File: src/rtl/tetris_pkg.sv
// Shared tetromino definitions: block and rotation codes, colours and the cell offset table.
package tetris_pkg;

  typedef enum logic [2:0] {
    BLK_J   = 3'd0,
    BLK_L   = 3'd1,
    BLK_S   = 3'd2,
    BLK_T   = 3'd3,
    BLK_Z   = 3'd4,
    BLK_I   = 3'd5,
    BLK_O   = 3'd6,
    BLK_BAD = 3'd7
  } block_e;

  typedef enum logic [1:0] {
    ST_0 = 2'd0,
    ST_R = 2'd1,
    ST_2 = 2'd2,
    ST_L = 2'd3
  } status_e;

  typedef enum logic [2:0] {
    StIdle,
    StCalc,
    StRead,
    StDrain,
    StResp
  } probe_state_t;

  localparam int unsigned NUM_BLOCKS = 7;
  localparam int unsigned NUM_CELLS  = 4;

  localparam logic [11:0] COLOR_J = 12'h22f;
  localparam logic [11:0] COLOR_L = 12'hf80;
  localparam logic [11:0] COLOR_S = 12'h0f0;
  localparam logic [11:0] COLOR_T = 12'hd7d;
  localparam logic [11:0] COLOR_Z = 12'hf00;
  localparam logic [11:0] COLOR_I = 12'h0ff;
  localparam logic [11:0] COLOR_O = 12'hff0;

  // Offsets in -2..+2; dy grows towards higher row indices.
  typedef struct packed {
    logic signed [2:0] dx;
    logic signed [2:0] dy;
  } cell_off_t;

  function automatic cell_off_t mk_off(input int dx, input int dy);
    cell_off_t o;
    o.dx = 3'(dx);
    o.dy = 3'(dy);
    return o;
  endfunction

  // [block][status][cell]; cell 0 is always the pivot. Each status is the previous one
  // rotated a quarter turn clockwise about the pivot; O does not rotate.
  localparam cell_off_t PIECE_OFFSETS [NUM_BLOCKS][4][NUM_CELLS] = '{
    // J
    '{'{mk_off(0, 0), mk_off(-1,  1), mk_off(-1,  0), mk_off( 1,  0)},
      '{mk_off(0, 0), mk_off( 1,  1), mk_off( 0,  1), mk_off( 0, -1)},
      '{mk_off(0, 0), mk_off( 1, -1), mk_off( 1,  0), mk_off(-1,  0)},
      '{mk_off(0, 0), mk_off(-1, -1), mk_off( 0, -1), mk_off( 0,  1)}},
    // L
    '{'{mk_off(0, 0), mk_off( 1,  1), mk_off(-1,  0), mk_off( 1,  0)},
      '{mk_off(0, 0), mk_off( 1, -1), mk_off( 0,  1), mk_off( 0, -1)},
      '{mk_off(0, 0), mk_off(-1, -1), mk_off( 1,  0), mk_off(-1,  0)},
      '{mk_off(0, 0), mk_off(-1,  1), mk_off( 0, -1), mk_off( 0,  1)}},
    // S
    '{'{mk_off(0, 0), mk_off(-1,  0), mk_off( 0,  1), mk_off( 1,  1)},
      '{mk_off(0, 0), mk_off( 0,  1), mk_off( 1,  0), mk_off( 1, -1)},
      '{mk_off(0, 0), mk_off( 1,  0), mk_off( 0, -1), mk_off(-1, -1)},
      '{mk_off(0, 0), mk_off( 0, -1), mk_off(-1,  0), mk_off(-1,  1)}},
    // T
    '{'{mk_off(0, 0), mk_off( 0,  1), mk_off(-1,  0), mk_off( 1,  0)},
      '{mk_off(0, 0), mk_off( 1,  0), mk_off( 0,  1), mk_off( 0, -1)},
      '{mk_off(0, 0), mk_off( 0, -1), mk_off( 1,  0), mk_off(-1,  0)},
      '{mk_off(0, 0), mk_off(-1,  0), mk_off( 0, -1), mk_off( 0,  1)}},
    // Z
    '{'{mk_off(0, 0), mk_off(-1,  1), mk_off( 0,  1), mk_off( 1,  0)},
      '{mk_off(0, 0), mk_off( 1,  1), mk_off( 1,  0), mk_off( 0, -1)},
      '{mk_off(0, 0), mk_off( 1, -1), mk_off( 0, -1), mk_off(-1,  0)},
      '{mk_off(0, 0), mk_off(-1, -1), mk_off(-1,  0), mk_off( 0,  1)}},
    // I
    '{'{mk_off(0, 0), mk_off(-1,  0), mk_off( 1,  0), mk_off( 2,  0)},
      '{mk_off(0, 0), mk_off( 0,  1), mk_off( 0, -1), mk_off( 0, -2)},
      '{mk_off(0, 0), mk_off( 1,  0), mk_off(-1,  0), mk_off(-2,  0)},
      '{mk_off(0, 0), mk_off( 0, -1), mk_off( 0,  1), mk_off( 0,  2)}},
    // O
    '{'{mk_off(0, 0), mk_off( 0,  1), mk_off( 1,  1), mk_off( 1,  0)},
      '{mk_off(0, 0), mk_off( 0,  1), mk_off( 1,  1), mk_off( 1,  0)},
      '{mk_off(0, 0), mk_off( 0,  1), mk_off( 1,  1), mk_off( 1,  0)},
      '{mk_off(0, 0), mk_off( 0,  1), mk_off( 1,  1), mk_off( 1,  0)}}
  };

  // Colour for a block code; the illegal code maps to black.
  function automatic logic [11:0] block_color(input logic [2:0] block);
    logic [11:0] c;
    case (block)
      BLK_J:   c = COLOR_J;
      BLK_L:   c = COLOR_L;
      BLK_S:   c = COLOR_S;
      BLK_T:   c = COLOR_T;
      BLK_Z:   c = COLOR_Z;
      BLK_I:   c = COLOR_I;
      BLK_O:   c = COLOR_O;
      default: c = 12'h000;
    endcase
    return c;
  endfunction

endpackage

File: src/rtl/piece_offsets.sv
// Combinational lookup of the four cell offsets of a piece; shared with the renderer.
module piece_offsets
  import tetris_pkg::*;
(
  input  logic [2:0] block,
  input  logic [1:0] status,
  output cell_off_t  cells [NUM_CELLS],
  output logic       legal
);

  // Illegal codes yield all-zero offsets so downstream index math stays benign.
  always_comb begin
    legal = (block != BLK_BAD);
    for (int i = 0; i < NUM_CELLS; i++) begin
      cells[i] = legal ? PIECE_OFFSETS[block][status][i] : '0;
    end
  end

endmodule

File: src/rtl/piece_probe.sv
// Sequential placement checker: derives the four cells of a piece, bounds-checks them and
// reads board occupancy one cell per cycle before presenting a held response.
module piece_probe
  import tetris_pkg::*;
#(
  parameter int unsigned BOARD_W = 10,
  parameter int unsigned BOARD_H = 20,
  parameter int unsigned COORD_W = 5,
  parameter int unsigned IDX_W   = $clog2(BOARD_W * BOARD_H)
) (
  input  logic               clk,
  input  logic               rst,
  input  logic               req_valid,
  output logic               req_ready,
  input  logic [2:0]         req_block,
  input  logic [1:0]         req_status,
  input  logic [COORD_W-1:0] req_x,
  input  logic [COORD_W-1:0] req_y,
  output logic               occ_rd_en,
  output logic [IDX_W-1:0]   occ_rd_addr,
  input  logic               occ_rd_data,
  output logic               rsp_valid,
  input  logic               rsp_ready,
  output logic               rsp_hit,
  output logic               rsp_oob,
  output logic [11:0]        rsp_color,
  output logic [IDX_W-1:0]   rsp_pos0,
  output logic [IDX_W-1:0]   rsp_pos1,
  output logic [IDX_W-1:0]   rsp_pos2,
  output logic [IDX_W-1:0]   rsp_pos3
);

  // Two guard bits so pivot + offset can go negative or past the board edge without wrapping.
  localparam int unsigned CW = COORD_W + 2;

  probe_state_t       state_q, state_d;
  logic [2:0]         block_q, block_d;
  logic [1:0]         status_q, status_d;
  logic [COORD_W-1:0] x_q, x_d;
  logic [COORD_W-1:0] y_q, y_d;
  logic [1:0]         k_q, k_d;
  logic               hit_q, hit_d;
  logic               oob_q, oob_d;
  logic [11:0]        color_q, color_d;
  logic [IDX_W-1:0]   pos_q [NUM_CELLS];
  logic [IDX_W-1:0]   pos_d [NUM_CELLS];

  cell_off_t          offs [NUM_CELLS];
  logic               legal;
  logic [CW-1:0]      cx [NUM_CELLS];
  logic [CW-1:0]      cy [NUM_CELLS];
  logic [NUM_CELLS-1:0] cell_oob;
  logic [IDX_W-1:0]   cell_idx [NUM_CELLS];
  logic               piece_oob;

  piece_offsets u_offsets (
    .block  (block_q),
    .status (status_q),
    .cells  (offs),
    .legal  (legal)
  );

  // Absolute coordinates, per-cell bounds and linear indices of the captured request.
  always_comb begin
    for (int i = 0; i < NUM_CELLS; i++) begin
      cx[i] = {2'b00, x_q} + {{(CW - 3){offs[i].dx[2]}}, offs[i].dx};
      cy[i] = {2'b00, y_q} + {{(CW - 3){offs[i].dy[2]}}, offs[i].dy};
      // A negative result has its MSB set; the explicit test keeps intent readable.
      cell_oob[i] = cx[i][CW-1] || (cx[i] >= CW'(BOARD_W)) ||
                    cy[i][CW-1] || (cy[i] >= CW'(BOARD_H));
      cell_idx[i] = IDX_W'(32'(cy[i]) * BOARD_W + 32'(cx[i]));
    end
    piece_oob = !legal || (|cell_oob);
  end

  // Next-state logic: capture, evaluate, sequence four reads, then hold the response.
  always_comb begin
    state_d  = state_q;
    block_d  = block_q;
    status_d = status_q;
    x_d      = x_q;
    y_d      = y_q;
    k_d      = k_q;
    hit_d    = hit_q;
    oob_d    = oob_q;
    color_d  = color_q;
    pos_d    = pos_q;

    unique case (state_q)
      StIdle: begin
        if (req_valid) begin
          block_d  = req_block;
          status_d = req_status;
          x_d      = req_x;
          y_d      = req_y;
          state_d  = StCalc;
        end
      end
      StCalc: begin
        oob_d   = piece_oob;
        hit_d   = 1'b0;
        color_d = block_color(block_q);
        for (int i = 0; i < NUM_CELLS; i++) begin
          pos_d[i] = legal ? cell_idx[i] : '0;
        end
        k_d     = 2'd0;
        state_d = piece_oob ? StResp : StRead;
      end
      StRead: begin
        // Data lags the strobe by one cycle, so the first read cycle has nothing to sample.
        if (k_q != 2'd0) begin
          hit_d = hit_q | occ_rd_data;
        end
        k_d = k_q + 2'd1;
        if (k_q == 2'd3) begin
          state_d = StDrain;
        end
      end
      StDrain: begin
        hit_d   = hit_q | occ_rd_data;
        state_d = StResp;
      end
      StResp: begin
        if (rsp_ready) begin
          state_d = StIdle;
        end
      end
      default: state_d = StIdle;
    endcase
  end

  // State and datapath registers with synchronous reset.
  always_ff @(posedge clk) begin
    if (rst) begin
      state_q  <= StIdle;
      block_q  <= '0;
      status_q <= '0;
      x_q      <= '0;
      y_q      <= '0;
      k_q      <= '0;
      hit_q    <= 1'b0;
      oob_q    <= 1'b0;
      color_q  <= '0;
      pos_q    <= '{default: '0};
    end else begin
      state_q  <= state_d;
      block_q  <= block_d;
      status_q <= status_d;
      x_q      <= x_d;
      y_q      <= y_d;
      k_q      <= k_d;
      hit_q    <= hit_d;
      oob_q    <= oob_d;
      color_q  <= color_d;
      pos_q    <= pos_d;
    end
  end

  // All outputs decode registered state only.
  always_comb begin
    req_ready   = (state_q == StIdle);
    occ_rd_en   = (state_q == StRead);
    occ_rd_addr = occ_rd_en ? pos_q[k_q] : '0;
    rsp_valid   = (state_q == StResp);
    rsp_hit     = hit_q;
    rsp_oob     = oob_q;
    rsp_color   = color_q;
    rsp_pos0    = pos_q[0];
    rsp_pos1    = pos_q[1];
    rsp_pos2    = pos_q[2];
    rsp_pos3    = pos_q[3];
  end

endmodule

File: config.mk
export PLATFORM = sky130hd
export DESIGN_NAME = piece_probe
export DESIGN_NICKNAME = d
export VERILOG_FILES = /design/src/rtl/tetris_pkg.sv /design/src/rtl/piece_offsets.sv /design/src/rtl/piece_probe.sv
export SDC_FILE = /design/constraint.sdc
export NUM_CORES = 1
export LEC_CHECK = 0
export BUFFER_PORTS_ARGS = -buffer_cell sky130_fd_sc_hd__buf_4
export CAP_MARGIN = 10
export CORE_MARGIN = 4
export CORE_UTILIZATION = 45
export DETAILED_ROUTE_END_ITERATION = 12
export GPL_TIMING_DRIVEN = 0
export PLACE_DENSITY = 0.67
export SETUP_SLACK_MARGIN = 0.05
export SYNTH_ARGS = -nofsm -noshare
export SYNTH_HDL_FRONTEND = slang
export SYNTH_HIERARCHICAL = 1
export SYNTH_SLANG_ARGS = --single-unit
export TNS_END_PERCENT = 30
File: constraint.sdc
create_clock -name clk -period 4.98 [get_ports clk]
set_clock_uncertainty 0.2 [all_clocks]
set_input_delay 1.494 -clock clk [delete_from_list [all_inputs] [get_ports clk]]
set_output_delay 1.494 -clock clk [all_outputs]
set_load 0.01 [all_outputs]
Word level (Yosys, flattened, before mapping)
Memory sizes are Yosys's and may differ from the RTL's.
Index checks and enable logic that the tools add are counted.

storage, ports and cells
  flip-flop bits (word level) = 66
  memory bits (read-only) = 768
  input port bits = 20
  output and inout bits = 57
  logic and storage cells = 111
  memories kept = 1

memories
  memory            words  width  rd ports  clocked after memory_dff  write ports  RTL line             text
  (name not given)  8      96     1         0                         0            piece_offsets.sv:15  cells[i] = legal ? PIECE_OFFSETS[block][status][i] : '0;

cells by class
  $add $sub $neg = 13
  $mul = 4
  order comparisons = 11
  eq/ne operators = 16
  mux-type cells = 26
  bitwise operators = 4
  reduce and logical (&&, ||, !) cells = 23

operators by type and width
  operator                                                                 count
  96-bit 2-to-1 mux                                                        2
  12-bit one-hot mux with 7 select lines                                   1
  6-bit by 3-bit adder with 7-bit output                                   8
  8-bit 2-to-1 mux                                                         7
  24-bit binary-select mux with 2-bit select                               1
  24-bit 2-to-1 mux                                                        2
  8-bit by 7-bit adder with 8-bit output                                   4
  7-bit by 4-bit >= comparator with 1-bit output, second input constant    4
  7-bit by 5-bit >= comparator with 1-bit output, second input constant    4
  7-bit by 3-bit multiplier with 7-bit output, second input constant       4
  6-bit 2-to-1 mux                                                         4
  8-bit binary-select mux with 2-bit select                                1
  3-bit one-hot mux with 5 select lines                                    1
  1-bit logical OR                                                         13
  3-bit by 2-bit == test with 1-bit output, second input constant          4
  3-bit == test, second input constant                                     4
  3-bit 2-to-1 mux                                                         4
  3-bit by 1-bit == test with 1-bit output, second input constant          2
  3-bit >= comparator, second input constant                               2
  3-bit logical NOT                                                        2
  2-bit by 1-bit inequality test with 1-bit output, second input constant  3
  2-bit NOT with 3-bit output                                              2
  4-bit >= comparator, second input constant                               1
  3-bit NOT with 4-bit output                                              1
  14 further kinds                                                         16

Longest topological paths before layout
Gate-level depths: netlist of the first run.

  word-level depth = 17
  gate-level depth with buffers = 22
  mapped depth without buffers = 20

By module
Netlist of the first run, hierarchy kept.

by module, submodules not included
  module         times used  cells each  area an instance (um2)  sequential area each (um2)
  piece_probe    1           658         5796.8                  1221.2
  piece_offsets  1           76          475.5                   0.0

Worst setup path after synthesis of the first run
Ideal clock, no wire load.

  path type = register to register
  from = reg block_q[2]
  to = reg pos_q, in the netlist rsp_pos1[7]
  library setup time = 0.117 ns
  arrival time = 4.184 ns
  slack = 0.480 ns
  stages on the path, launching flop included = 22
  path buffers = 3
  clock period less this slack = 4.500 ns
  cell sequence = dfxtp_1 > buf_2 > clkbuf_1 > nand3b_1 > o311ai_0 > buf_4 > ha_1 > or2_2 > nand2_1 > xnor2_1 > ha_1 > ha_1 > inv_1 > fa_1 > inv_1 > ha_1 > o21ai_0 > o21bai_1 > a21oi_1 > xnor2_1 > xnor2_1 > a22o_1

RTL lines
  what                    RTL line            text
  start, declared         piece_probe.sv:37   logic [2:0] block_q, block_d;
  start signal, assigned  piece_probe.sv:147  block_q <= block_d;
  end signal, assigned    piece_probe.sv:155  pos_q <= pos_d;
  end, declared           piece_probe.sv:45   logic [IDX_W-1:0] pos_q [NUM_CELLS];

==> impl_metrics.json, run 1 <==
{
  "syn_area_per_cell_um2": 8.545,
  "worst_ep_arrival_time_ns": 4.75,
  "grt_pass1_wl_um": 26530,
  "nets": 978,
  "grt-ovfl-total": 0,
  "synth_edf_count": 0,
  "intPower_w": 0.001657,
  "clkSlewWorstSetupHoldPaths_ns": 0.05,
  "netSwitchingFraction_pct": 39.43,
  "worstSkewPairLatency_ns": 0.33,
  "synth_ff_type": "dfxtp_1",
  "pwr-share-seq_pct": 22.4,
  "grt_use_total_pct": 20.59,
  "setup_slack_ns": 0.2541,
  "crit_family": "adder cells",
  "areaGrowthSynthToFinish_pct": 21.56,
  "powerDensity_nw_per_um2": 358.7,
  "ant_nets": 0,
  "slew_headroom_pct": 32.77,
  "max_stage_delay_ns": 0.53,
  "seq_area_um2": 1226,
  "vdd.ir_drop.worst_mv": 0.1841,
  "cts.path.max_buffers": 2,
  "cts_tree": "yes",
  "worstHoldPathType": "flop to flop",
  "pwr-share-clk_pct": 23.8,
  "fin_tns_setup_ns": 0,
  "ios": 77,
  "initial_utilization_pct": 46.62,
  "grt_antenna_before_repair": 0,
  "gp_congestion": 0.8885,
  "critPathKind": "flop to flop",
  "drt-total-wl_um": 16580,
  "cp-start-kind": "flop",
  "whs_path_depth": 2,
  "cts.htree.levels": 3,
  "yosysWarnings": 6,
  "portBuffers": 76,
  "drc": 0,
  "cp.depth": 21,
  "wire_per_inst_um": 16.29,
  "ys_ff_latch": 61,
  "fillCellCount": 1276,
  "core_area_um2": 13450,
  "cts_hold_buf": 0,
  "drt_iter0_markers": 212,
  "hold_viol": 0,
  "maxSlewViolCount": 0,
  "via_per_inst": 5.370,
  "final_cell_mix": "108 x buf_4, 98 x ha_1, 71 x nand2_1",
  "drv_cap": 0,
  "crit_chain": "buf_4 -> buf_4 -> nand3b_1 -> o311ai_2 -> buf_4 -> buf_4 -> ha_1 -> or2_2 -> o22ai_1 -> xor2_1 -> ha_1 -> inv_1 -> fa_1 -> inv_1 -> ha_1 -> o21ai_0 -> o21bai_1 -> a21oi_2 -> xnor2_1 -> xnor2_1 -> a22o_1",
  "ys_seq_area_share_pct": 19.47,
  "cts_root_buf": "clkbuf_16",
  "multi_input_area_um2": 4755,
  "die_x_um": 126.1,
  "vias": 5467,
  "cp_data_required_time_ns": 5.00,
  "worst_setup_path_end_kind": "flop",
  "outcome": "finished clean",
  "grt_pass1_vias": 5265,
  "die_area_um2": 15890,
  "timing.reg2reg.setup_slack_ns": 0.25,
  "p_switching_w": 0.001078,
  "crit_buf_inv": 6,
  "leakagePower_nw": 3.640,
  "std_cell_rows": 42,
  "cp_slowest_cell": "fa_1",
  "first_pass_iters": 4,
  "synth.cell_area_um2": 6272,
  "final_common_cell": "buf_4",
  "antennaDiodeCount": 0,
  "setup_viol": 0,
  "numCtsBuffers": 9,
  "synthArstFlopShare_pct": 0,
  "grt_max_degree": 11,
  "drive_gt1_share_pct": 20.07,
  "period_share_pct": 94.90,
  "ff2ff_path_depth": 21,
  "yosysUniqueCellTypes": 55,
  "crit_top_cell": "buf_4",
  "dp.final_hpwl_um": 13800,
  "syn_inst": 734,
  "period_minus_slack_ns": 4.726,
  "die_h_um": 126.1,
  "rsz0062_at_grt": "true",
  "holdWs_ns": 0.2525,
  "path_max_fanout": 10,
  "tightest_slew_ns": 1.001,
  "cts.sinks": 61,
  "max_freq_mhz": 211.6,
  "power_w": 0.002735,
  "dp_slack_ns": -0.4084,
  "fin_util_pct": 56.68,
  "combPwrFrac_pct": 53.8
}
-- routing by layer --
layer / up-vias / wire length, µm / GRT usage [%]
met3: 23 / 651 / 3.853
met2: 133 / 7807 / 33.77
met4: 0 / 333 / 6.877
met1: 2524 / 7790 / 27.31
met5: - / 0 / 0
li1: 2787 / - / -
-- power groups by stage --
stage,Clock (W),Sequential [W],Combinational (W)
2_1_floorplan,0,0.000623,0.000992
3_3_place_gp,0,0.000619,0.00136
3_5_place_dp,0,0.000622,0.00140
4_1_cts,0.000665,0.000613,0.00142
5_1_grt,0.000683,0.000620,0.00164
6_report,0.000650,0.000613,0.00147
-- worst register-to-register path, cell delays in order, from the launching register on --
cell      delay, ns
dfxtp_4        0.38
buf_4          0.18
buf_4          0.19
nand3b_1       0.14
o311ai_2       0.15
buf_4          0.19
buf_4          0.14
ha_1           0.22
or2_2          0.30
o22ai_1        0.15
xor2_1         0.12
ha_1           0.33
inv_1          0.07
fa_1           0.53
inv_1          0.04
ha_1           0.31
o21ai_0        0.12
o21bai_1       0.24
a21oi_2        0.09
xnor2_1        0.14
xnor2_1        0.16
a22o_1         0.22
-- synth_stat cells (3+ instances only) --
library cell | n | share of area (%)
nor3b_1 | 3 | 0.36
buf_1 | 3 | 0.18
nor2_1 | 34 | 2.0
nand3b_1 | 3 | 0.36
a311oi_1 | 4 | 0.56
clkbuf_1 | 18 | 1.1
mux4_2 | 8 | 2.9
and2_1 | 3 | 0.30
a211o_1 | 10 | 1.4
nand2b_1 | 6 | 0.60
nor3_1 | 13 | 1.0
and3_1 | 9 | 0.90
o21bai_1 | 17 | 2.0
xnor2_1 | 41 | 5.7
fa_1 | 16 | 5.1
buf_2 | 5 | 0.40
nor4_1 | 5 | 0.50
a22o_1 | 15 | 2.1
inv_1 | 51 | 3.1
nor2b_1 | 7 | 0.70
o22ai_1 | 3 | 0.30
a211oi_1 | 9 | 1.1
nand2_1 | 72 | 4.3
o21a_1 | 10 | 1.2
xor2_1 | 34 | 4.7
nand3_1 | 6 | 0.48
a21oi_1 | 48 | 3.8
dfxtp_1 | 61 | 19
o21ai_0 | 44 | 3.5
ha_1 | 103 | 21
or2_2 | 9 | 0.90
nand4_1 | 3 | 0.30
buf_4 | 16 | 1.9
a21o_1 | 17 | 2.0
-- metrics by stage --
step / instances / area [µm²]
after global routing: 1018 / 7625
final: 1018 / 7625
after floorplan: 739 / 6291
after detailed placement: 991 / 7082
after CTS: 1009 / 7432
after global placement: 991 / 7082
-- registers in the layout (all words and copies together) (netlist names) --
signal / cells
rsp_color: 7
rsp_pos2: 8
x_q: 5
k_q: 2
y_q: 5
rsp_oob: 1
block_q: 3
rsp_hit: 1
rsp_pos1: 8
status_q: 2
state_q: 3
rsp_pos3: 8
rsp_pos0: 8
-- worst paths after layout --
check,startpoint,to
setup / recovery,block_q[2],rsp_pos1[7]
hold reg to reg,rsp_color[5],rsp_color[5]
setup reg to reg,block_q[2],rsp_pos1[7]
hold / removal,rsp_color[5],rsp_color[5]
-- area by class of cell --
| cell class | count | area share (%) |
|---|---|---|
| Buffer | 43 | 3.413 |
| Clock buffer | 10 | 3.003 |
| Multi-Input combinational cell | 584 | 62.36 |
| Clock inverter | 4 | 0.9846 |
| Timing Repair Buffer | 89 | 8.763 |
| Sequential cell | 61 | 16.08 |
| Inverter | 51 | 2.511 |
| Tap cell | 176 | 2.888 |
-- logic make-up (layout without fill, tap and decap cells) --
| group | Yosys count | after routing | synth area share [%] |
|---|---|---|---|
| buf+inv | 94 | 197 | 6.802 |
| simple gates | 181 | 181 | 14.08 |
| flops | 61 | 61 | 19.47 |
| xor+xnor | 75 | 75 | 10.47 |
| other cells | 1 | 6 | 0.05979 |
| mux | 10 | 10 | 3.192 |
| compound gates | 192 | 192 | 20.11 |
| fa+ha+maj | 120 | 120 | 25.81 |
-- repair_timing --
item | CTS | global route
pin swaps | 7 | 14
setup buffers | 4 | 9
resized for setup | 9 | 38
setup endpoints to repair | 4 | 3
gates cloned | 0 | 0
hold endpoints to repair | 0 | 0
Power figures use the tool's default switching activity.
==> run 2, diff against run 1 <==
RECOVER_POWER = 50   (was not set)
SKIP_LAST_GASP = 1   (was not set)
==> run 2 against run 1 <==
  * First-iteration DRC count is 11% higher
  * Design area fell by 2.1%
  * Fmax barely moved
  * Global-route usage stayed put
  * Highest routed layer unchanged
==> impl_metrics.json, run 2 (synthesized netlist as in run 1, its figures left out) <==
{
  "met2_usage_pct": 33.77,
  "first_pass_iters": 5,
  "cts_tree": "yes",
  "cp_slowest_cell": "fa_1",
  "max_stage_delay_ns": 0.53,
  "via_per_inst": 5.358,
  "crit_top_cell": "buf_4",
  "drv_cap": 0,
  "path_max_fanout": 10,
  "initial_utilization_pct": 46.62,
  "clkSlewWorstSetupHoldPaths_ns": 0.05,
  "dp_cells": 991,
  "reg2reg_from": "block_q[2]",
  "worstSkewPairLatency_ns": 0.33,
  "postPlaceCellArea_um2": 7082,
  "cts_root_buf": "clkbuf_16",
  "outcome": "finished clean",
  "cts.path.max_buffers": 2,
  "die_x_um": 126.1,
  "ant_nets": 0,
  "fillCellCount": 1326,
  "timing.reg2reg.setup_slack_ns": 0.25,
  "final_cell_area_um2": 7463,
  "die_area_um2": 15890,
  "portBuffers": 76,
  "drc": 0,
  "worst_ep_arrival_time_ns": 4.75,
  "die_h_um": 126.1,
  "final_cell_mix": "98 x ha_1, 71 x nand2_1, 65 x buf_4",
  "worst_setup_path_end_kind": "flop",
  "drt_iter0_markers": 235,
  "worstHoldPathType": "flop to flop",
  "cts.sinks": 61,
  "drt-total-wl_um": 16690,
  "holdCritStartpoint": "rsp_color[5]",
  "hold_viol": 0,
  "grt_max_degree": 11,
  "std_cell_rows": 42,
  "areaGrowthSynthToFinish_pct": 18.99,
  "setup_viol": 0,
  "use_met3_pct": 3.853,
  "met1_usage_pct": 27.31,
  "drive_gt1_share_pct": 14.96,
  "rsz0062_at_grt": "true",
  "holdWs_ns": 0.2519,
  "gp_congestion": 0.8885,
  "powerDensity_nw_per_um2": 361.6,
  "vias": 5454,
  "antennaDiodeCount": 0,
  "final_common_cell": "ha_1",
  "fin_util_pct": 55.48,
  "crit_chain": "buf_4 -> buf_4 -> nand3b_1 -> o311ai_2 -> buf_4 -> buf_4 -> ha_1 -> or2_2 -> o22ai_1 -> xor2_1 -> ha_1 -> inv_1 -> fa_1 -> inv_1 -> ha_1 -> o21ai_0 -> o21bai_1 -> a21oi_2 -> xnor2_1 -> xnor2_1 -> a22o_1",
  "grt_pass1_vias": 5265,
  "max_freq_mhz": 211.6,
  "core_area_um2": 13450,
  "tightest_slew_ns": 0.9873,
  "grt_pass1_wl_um": 26530,
  "grt-ovfl-total": 0,
  "slew_headroom_pct": 33.67,
  "layoutNonFillerInstCount": 1018,
  "cts_hold_buf": 0,
  "period_minus_slack_ns": 4.727,
  "cp_data_required_time_ns": 5.01,
  "cp-start-kind": "flop",
  "grt_antenna_before_repair": 0,
  "nets": 978,
  "wire_per_inst_um": 16.39,
  "crit_start": "block_q[2]",
  "leakagePower_nw": 3.461,
  "critPathKind": "flop to flop",
  "numCtsBuffers": 9,
  "period_share_pct": 94.92,
  "maxSlewViolCount": 0,
  "dp.final_hpwl_um": 13800,
  "ios": 77,
  "vdd.ir_drop.worst_mv": 0.1884,
  "grt_use_total_pct": 20.59,
  "cts.htree.levels": 3,
  "grt_busiest_layer": "met2"
}
==> run 2: changes by cell type in the layout (fill, tap and decap cells not counted) <==
cell      change
buf_4        -43
buf_1         -2
clkbuf_1     +45
==> run 2: power by group <==
group          switching, W  internal (W)  leakage, nW
sequential        0.0000636      0.000549        0.499
clock              0.000222      0.000432        0.141
combinational      0.000796      0.000637         2.82
==> run 2: what timing repair did <==
action                                  in CTS  in global routing
endpoints found under the setup margin       4                  3
setup buffers                                4                  9
pin swaps                                    7                 14
gates resized for setup                      9                 38
hold endpoints to repair                     0                  0
==> run 2: through the flow <==
stage | TNS (ns) | power, W | setup slack (ns)
after CTS | 0 | 0.002696 | 0.02274
after global routing | 0 | 0.002901 | 0.007523
after global placement | -0.4785 | 0.001982 | -0.3159
after floorplan | 0 | 0.001616 | 0.4796
after detailed placement | -0.7431 | 0.002020 | -0.4084
final | 0 | 0.002698 | 0.2531
==> run 2: path summary, 6_finish.rpt <==
kind,end,cells after the start
max reg2reg,rsp_pos1[7],21
min,rsp_color[5],2
max,rsp_pos1[7],21
min reg2reg,rsp_color[5],2
==> run 2: routing by layer <==
| layer | routed length [µm] | share of wire [%] |
|---|---|---|
| met1 | 7912 | 47 |
| met2 | 7770 | 47 |
| met3 | 651 | 3.9 |
| met4 | 353 | 2.1 |
| met5 | 0 | 0 |
==> run 2: worst max-delay path: cells and delay by family, from the launching register on <==
family	cells	cell delay (ns)
buf+inv	6	0.81
compound gates	6	0.97
xor+xnor	3	0.42
flops	1	0.39
fa+ha+maj	4	1.39
simple gates	2	0.44
==> run 2: area by class of cell <==
| cell class | count | area [µm²] | area share, % |
|---|---|---|---|
| Timing Repair Buffer | 89 | 506.7 | 6.790 |
| Clock buffer | 10 | 229.0 | 3.068 |
| Clock inverter | 4 | 75.07 | 1.006 |
| Multi-Input combinational cell | 584 | 4755 | 63.70 |
| Tap cell | 176 | 220.2 | 2.951 |
| Inverter | 51 | 191.4 | 2.565 |
| Buffer | 43 | 260.3 | 3.487 |
| Sequential cell | 61 | 1226 | 16.43 |
